[src/rtl/skid_buffer_stage.sv]
// Two-entry register slice for a valid/ready stream: out reg plus skid reg, with
// in_ready, out_valid, out_data and occ all driven straight from flops.
module skid_buffer_stage #(
  parameter int WIDTH = 32
) (
  input  logic             clk,
  input  logic             rst_n,
  input  logic             in_valid,
  output logic             in_ready,
  input  logic [WIDTH-1:0] in_data,
  output logic             out_valid,
  input  logic             out_ready,
  output logic [WIDTH-1:0] out_data,
  output logic [1:0]       occ
);

  typedef enum logic [1:0] {
    ST_EMPTY = 2'd0,
    ST_ONE   = 2'd1,
    ST_FULL  = 2'd2
  } state_t;

  state_t           state_r;
  state_t           state_s;
  logic             in_ready_r;
  logic             out_valid_r;
  logic [WIDTH-1:0] out_data_r;
  logic [WIDTH-1:0] out_data_s;
  logic [WIDTH-1:0] skid_r;
  logic [WIDTH-1:0] skid_s;
  logic             in_fire_s;
  logic             out_fire_s;

  assign in_fire_s  = in_valid & in_ready_r;
  assign out_fire_s = out_valid_r & out_ready;

  // Next-state and data-capture selection from the two handshakes.
  always_comb begin
    state_s    = state_r;
    out_data_s = out_data_r;
    skid_s     = skid_r;
    case (state_r)
      ST_EMPTY: begin
        if (in_fire_s) begin
          state_s    = ST_ONE;
          out_data_s = in_data;
        end else begin
          state_s = ST_EMPTY;
        end
      end
      ST_ONE: begin
        if (in_fire_s && !out_fire_s) begin
          state_s = ST_FULL;
          skid_s  = in_data;
        end else if (!in_fire_s && out_fire_s) begin
          state_s = ST_EMPTY;
        end else if (in_fire_s && out_fire_s) begin
          state_s    = ST_ONE;
          out_data_s = in_data;
        end else begin
          state_s = ST_ONE;
        end
      end
      ST_FULL: begin
        // in_ready is low here, so only the downstream handshake matters.
        if (out_fire_s) begin
          state_s    = ST_ONE;
          out_data_s = skid_r;
        end else begin
          state_s = ST_FULL;
        end
      end
      default: begin
        state_s = ST_EMPTY;
      end
    endcase
  end

  // State, payload and handshake flops; in_ready stays low until the first edge after reset.
  always_ff @(posedge clk or negedge rst_n) begin
    if (!rst_n) begin
      state_r     <= ST_EMPTY;
      in_ready_r  <= 1'b0;
      out_valid_r <= 1'b0;
      out_data_r  <= {WIDTH{1'b0}};
      skid_r      <= {WIDTH{1'b0}};
    end else begin
      state_r     <= state_s;
      in_ready_r  <= (state_s != ST_FULL);
      out_valid_r <= (state_s != ST_EMPTY);
      out_data_r  <= out_data_s;
      skid_r      <= skid_s;
    end
  end

  assign in_ready  = in_ready_r;
  assign out_valid = out_valid_r;
  assign out_data  = out_data_r;
  assign occ       = state_r;

endmodule

[config.mk]
export PLATFORM = sky130hd
export DESIGN_NAME = skid_buffer_stage
export DESIGN_NICKNAME = d
export VERILOG_FILES = /design/src/rtl/skid_buffer_stage.sv
export SDC_FILE = /design/constraint.sdc
export NUM_CORES = 1
export LEC_CHECK = 0
export CAP_MARGIN = 20
export CORE_UTILIZATION = 40
export CTS_CLUSTER_DIAMETER = 30
export CTS_CLUSTER_SIZE = 40
export DETAILED_ROUTE_END_ITERATION = 7
export PLACE_DENSITY = 0.69
export SLEW_MARGIN = 5
export SYNTH_ARGS = -nofsm -noshare
export SYNTH_HDL_FRONTEND = slang
export SYNTH_SLANG_ARGS = --single-unit
[constraint.sdc]
create_clock -name clk -period 1.5 [get_ports clk]
set_input_delay 0.225 -clock clk [delete_from_list [all_inputs] [get_ports clk]]
set_output_delay 0.225 -clock clk [all_outputs]
set_load 0.01 [all_outputs]
== Word level (Yosys, flattened, before mapping) ==
Index checks and enable logic that the tools add are counted.

* Register bits after elaboration: 68
* Output and inout port bits: 36

* Eq/ne operators: 8
* Multiplexer cells: 11
* Bitwise logic cells: 2
* Reduce and logical (&&, ||, !) cells: 10

{| class="wikitable"
|+ Operator list
! kind !! count
|-
| $mux 32 || 5
|-
| $pmux 32 s3 || 1
|-
| $ne 2x2->1 const B || 6
|-
| $pmux 2 s3 || 1
|-
| $reduce_and 6->1 || 1
|-
| $mux 2 || 2
|-
| $logic_and 1x1->1 || 3
|-
| $reduce_bool 3->1 || 1
|-
| $and 1x1->1 || 2
|-
| $eq 2x1->1 const B || 1
|-
| $eq 2x2->1 const B || 1
|-
| $logic_not 1->1 || 2
|-
| $logic_not 2->1 || 1
|-
| $mux 1 || 2
|-
| $reduce_and 2->1 || 1
|-
| $reduce_bool 2->1 || 1
|}

== Depth between registers and ports, before layout ==
* Depth after elaboration: 7
* Gate-level depth with buffers: 5
* Mapped depth without buffers: 3

== Least setup slack after synthesis ==
No wires, ideal clock.

* Path kind: flip-flop to flip-flop
* From: reg state_r[1] (netlist: occ[1])
* To: reg out_data_r[14] (netlist: out_data[14])
* Setup time: 0.125 ns
* Data arrival time: 1.515 ns
* Required time: 1.375 ns
* Setup slack: -0.140 ns
* Stages on the path, launching flop included: 6
* Path buffers: 2
* Cells stage by stage: dfrtp_1 > nor2b_1 > buf_6 > buf_6 > mux2_2 > mux2_4

* Longest elaborated chain between the ends: 3

{| class="wikitable"
|+ RTL lines
! element !! RTL line !! RTL
|-
| start, declared || 23 || <nowiki>state_t state_r;</nowiki>
|-
| start signal, assigned || 88 || <nowiki>state_r <= state_s;</nowiki>
|-
| $eq 2x1->1 (tied with other cells) || 42 || <nowiki>case (state_r)</nowiki>
|-
| $ne 2x2->1 (no line) or $reduce_bool 3->1 (tied branches) || n/a ||
|-
| $reduce_and 6->1 (no line) || n/a ||
|-
| end signal, assigned || 85 || <nowiki>out_data_r <= {WIDTH{1'b0}};</nowiki>
|-
| end signal, assigned || 91 || <nowiki>out_data_r <= out_data_s;</nowiki>
|-
| end, declared || 27 || <nowiki>logic [WIDTH-1:0] out_data_r;</nowiki>
|}

Several ways; a longest one is shown, not always the timed one.
A chain may end at the register's enable or synchronous reset.

== Final worst setup path ==
* From: reg state_r[0] (netlist: occ[0])
* To: reg out_data_r[0] (netlist: out_data[0])

Same word-level chain as after synthesis.

==> run_results.csv <==
group,metric,value,unit
sta,whs,427,ps
global_route,grt_pass1_vias,1884,
synthesis,yosysWarnings,0,
sta,period_needed,1650,ps
worst_setup_path,cp-start-kind,"register",
worst_setup_path,path_delay_family,"flip-flops",
job,cap_violations,0,
synthesis,ys_types,17,
floorplanning,dieArea,7940,sq um
drt,wl_per_cell,15.9,um
synthesis,synth_enable_flop_cells,0,
global_route,grtUsageTotal,15.8,%
floorplanning,die_w,89.1,um
finish,seq_area,1710,sq um
sta,setup_viol,32,
cts,cts.sinks,68,
global_route,antenna_found_initial,0,
worst_setup_path,cp.required,1720,ps
finish,multi_input_area,1320,sq um
finish,mostFrequentLayoutCells,"mux2_2, dfrtp_1, clkdlybuf4s50_1",
pwr,sw_frac_of_total,29.7,%
floorplanning,num_rows,31,
place,portBuffers,71,
pwr,ir_worst_vdd,967,uV
cts,numCtsBuffers,9,
floorplanning,start_util,41.6,%
worst_setup_path,cpPeakStageDelay,450,ps
floorplanning,die_y,89.1,um
cts,cts_max_level,3,
sta,worst_pin_slew,365,ps
pwr,power.density,1970,nW/um^2
drt,wl,6160,um
finish,drive_gt1_share,48.4,%
pwr,clockPowerShare,16.9,%
synthesis,ys_async_sr_fraction,100,%
global_route,grt_max_degree,69,
synthesis,synth-seq-cells,68,
cts,tritoncts,"yes",
worst_setup_path,endpoint_kind,"register",
floorplanning,boundaryPins,72,
global_route,grt_first_pass_wirelength,9200,um
drt,first_pass_iters,4,
floorplanning,core_area,7290,sq um
finish,synthToLayoutAreaGrowth,43.9,%
finish,n_antenna_cell,0,
synthesis,seq_area_frac_synth,56.0,%
synthesis,synthCells,191,
pwr,p_int,0.00604,W
pwr,p_leak,2.07,nW
drt,routed_via_density,4.86,
sta,tns,-3710,ps
worst_setup_path,slowest_stage,"dfrtp_2",
synthesis,synth_ff_type,"dfrtp_1",
worst_setup_path,crit_path_cell_trace,"a21boi_4 -> o32ai_4 -> buf_12 -> buf_12 -> mux2_2",
cts,clk_pin_slew,80,ps
pwr,pwr-share-comb,44.9,%
pwr,p_switching,0.00255,W
sta,rsz0062_at_grt,"yes",
synthesis,synth_nets,227,
worst_setup_path,path_buf_inv,2,
run_status,violations,"negative setup slack",
place,gp_congestion,0.843,
cts,insertion_delay,340,ps
sta,finalCritPeriodShare,110,%
sta,report.final.hold_viol_count,0,
place,place_hpwl,3890,um
finish,final_common_cell,"mux2_2",
sta,finalClockSkew,9.43,ps
pwr,seq_power_share,38.2,%
run_status,status,"complete, but fails checks",
sta,fmax,605,MHz
global_route,grt_overflow,0,
cts,clk_path_buf_depth,2,
worst_setup_path,worstSetupPathType,"reg -> reg",
synthesis,syn_area_per_cell,15.9,sq um
cts,cts_root_buf,"clkbuf_8",
worst_setup_path,path_max_fanout,12,
sta,slew_viol_final,0,
finish,fin_nets,321,
drt,drtIter0Drc,57,
sta,setup_ws,-152,ps
synthesis,synthesis.area,3040,sq um
worst_setup_path,critPathArrivalTime,1870,ps
min_path,hold_path_class,"in -> async",
finish,fillers,616,
worst_setup_path,path_common_cell,"buf_12",
sta,relSlewSlack,75.7,%
drt,post-route-drc-count,0,
pwr,power,0.00860,W
drt,ant_nets,0,
drt,vias,1884,
[final timing paths]
check | startpoint | endpoint | slack (ps) | cells past startpoint
max | occ[0]$_DFF_PN0_ | out_data[0]$_DFFE_PN0P_ | -150 | 5
min | rst_n | skid_r[29]$_DFFE_PN0P_ | 430 | 3
max reg2reg | occ[0]$_DFF_PN0_ | out_data[0]$_DFFE_PN0P_ | -150 | 5
min reg2reg | skid_r[25]$_DFFE_PN0P_ | skid_r[25]$_DFFE_PN0P_ | 500 | 1
max in group asynchronous | rst_n | out_valid$_DFF_PN0_ | 750 | 3
min in group clk | skid_r[25]$_DFFE_PN0P_ | skid_r[25]$_DFFE_PN0P_ | 500 | 1
[per-layer routing]
metal / share of wire (%) / vias to the layer above / global-route usage [%]
met5: 0 / - / 0
met1: 46 / 944 / 21.2
met3: 5.5 / 6 / 5.54
met2: 48 / 55 / 23.5
met4: 0.99 / 0 / 6.49
li1: - / 879 / -
[cells in the mapped netlist, drive strengths merged (3+ instances only)]
| library cell | count | area (sq um) |
|---|---|---|
| nand2 | 3 | 11.3 |
| a21oi | 4 | 20.0 |
| dfrtp | 68 | 1700 |
| mux2 | 96 | 1110 |
| buf | 10 | 93.8 |
[metrics by stage]
stage | cells | setup WS [ps] | utilization, % | area [sq um]
6_report | 388 | -152 | 59.9 | 4370
5_1_grt | 388 | -190 | 59.9 | 4370
4_1_cts | 383 | -135 | 57.7 | 4210
3_5_place_dp | 366 | -409 | 55.0 | 4010
3_3_place_gp | 366 | -365 | 55.0 | 4010
2_1_floorplan | 191 | -77.4 | - | 3090
[worst min-delay path, stage by stage]
cell and delay (ps):
dlygate4sd3_1 520, buf_2 120, buf_12 300
[flip-flops by register name (all words and copies together) (netlist names)]
signal,flops
occ,2
out_valid,1
out_data,32
in_ready,1
skid_r,32
[area by class of cell]
| class | count | area share [%] |
|---|---|---|
| tap | 99 | 2.83 |
| multi-input combinational | 113 | 30.1 |
| clock buffer | 9 | 2.83 |
| clock inverter | 6 | 1.52 |
| sequential | 68 | 39.0 |
| timing repair buffer | 93 | 23.7 |
[power groups by stage]
stage          combinational, W  sequential (W)  clock [W]
3_5_place_dp            0.00375         0.00333          0
6_report                0.00386         0.00329    0.00145
5_1_grt                 0.00413         0.00341    0.00157
3_3_place_gp            0.00366         0.00330          0
2_1_floorplan           0.00199         0.00346          0
4_1_cts                 0.00370         0.00330    0.00151
[kinds of logic after synthesis]
kind of cell    share of synthesized area [%]
compound gates                           2.76
buf+inv                                  3.09
flops                                    56.0
mux                                      36.7
simple gates                             1.40
[timing repair]
action	CTS	global route
resized for setup	10	32
cloned	0	2
hold buffers	1	0
buffers inserted	1	3
endpoints found under the setup margin	49	88
endpoints found under the hold margin	68	0
Power figures use the tool's default switching activity.
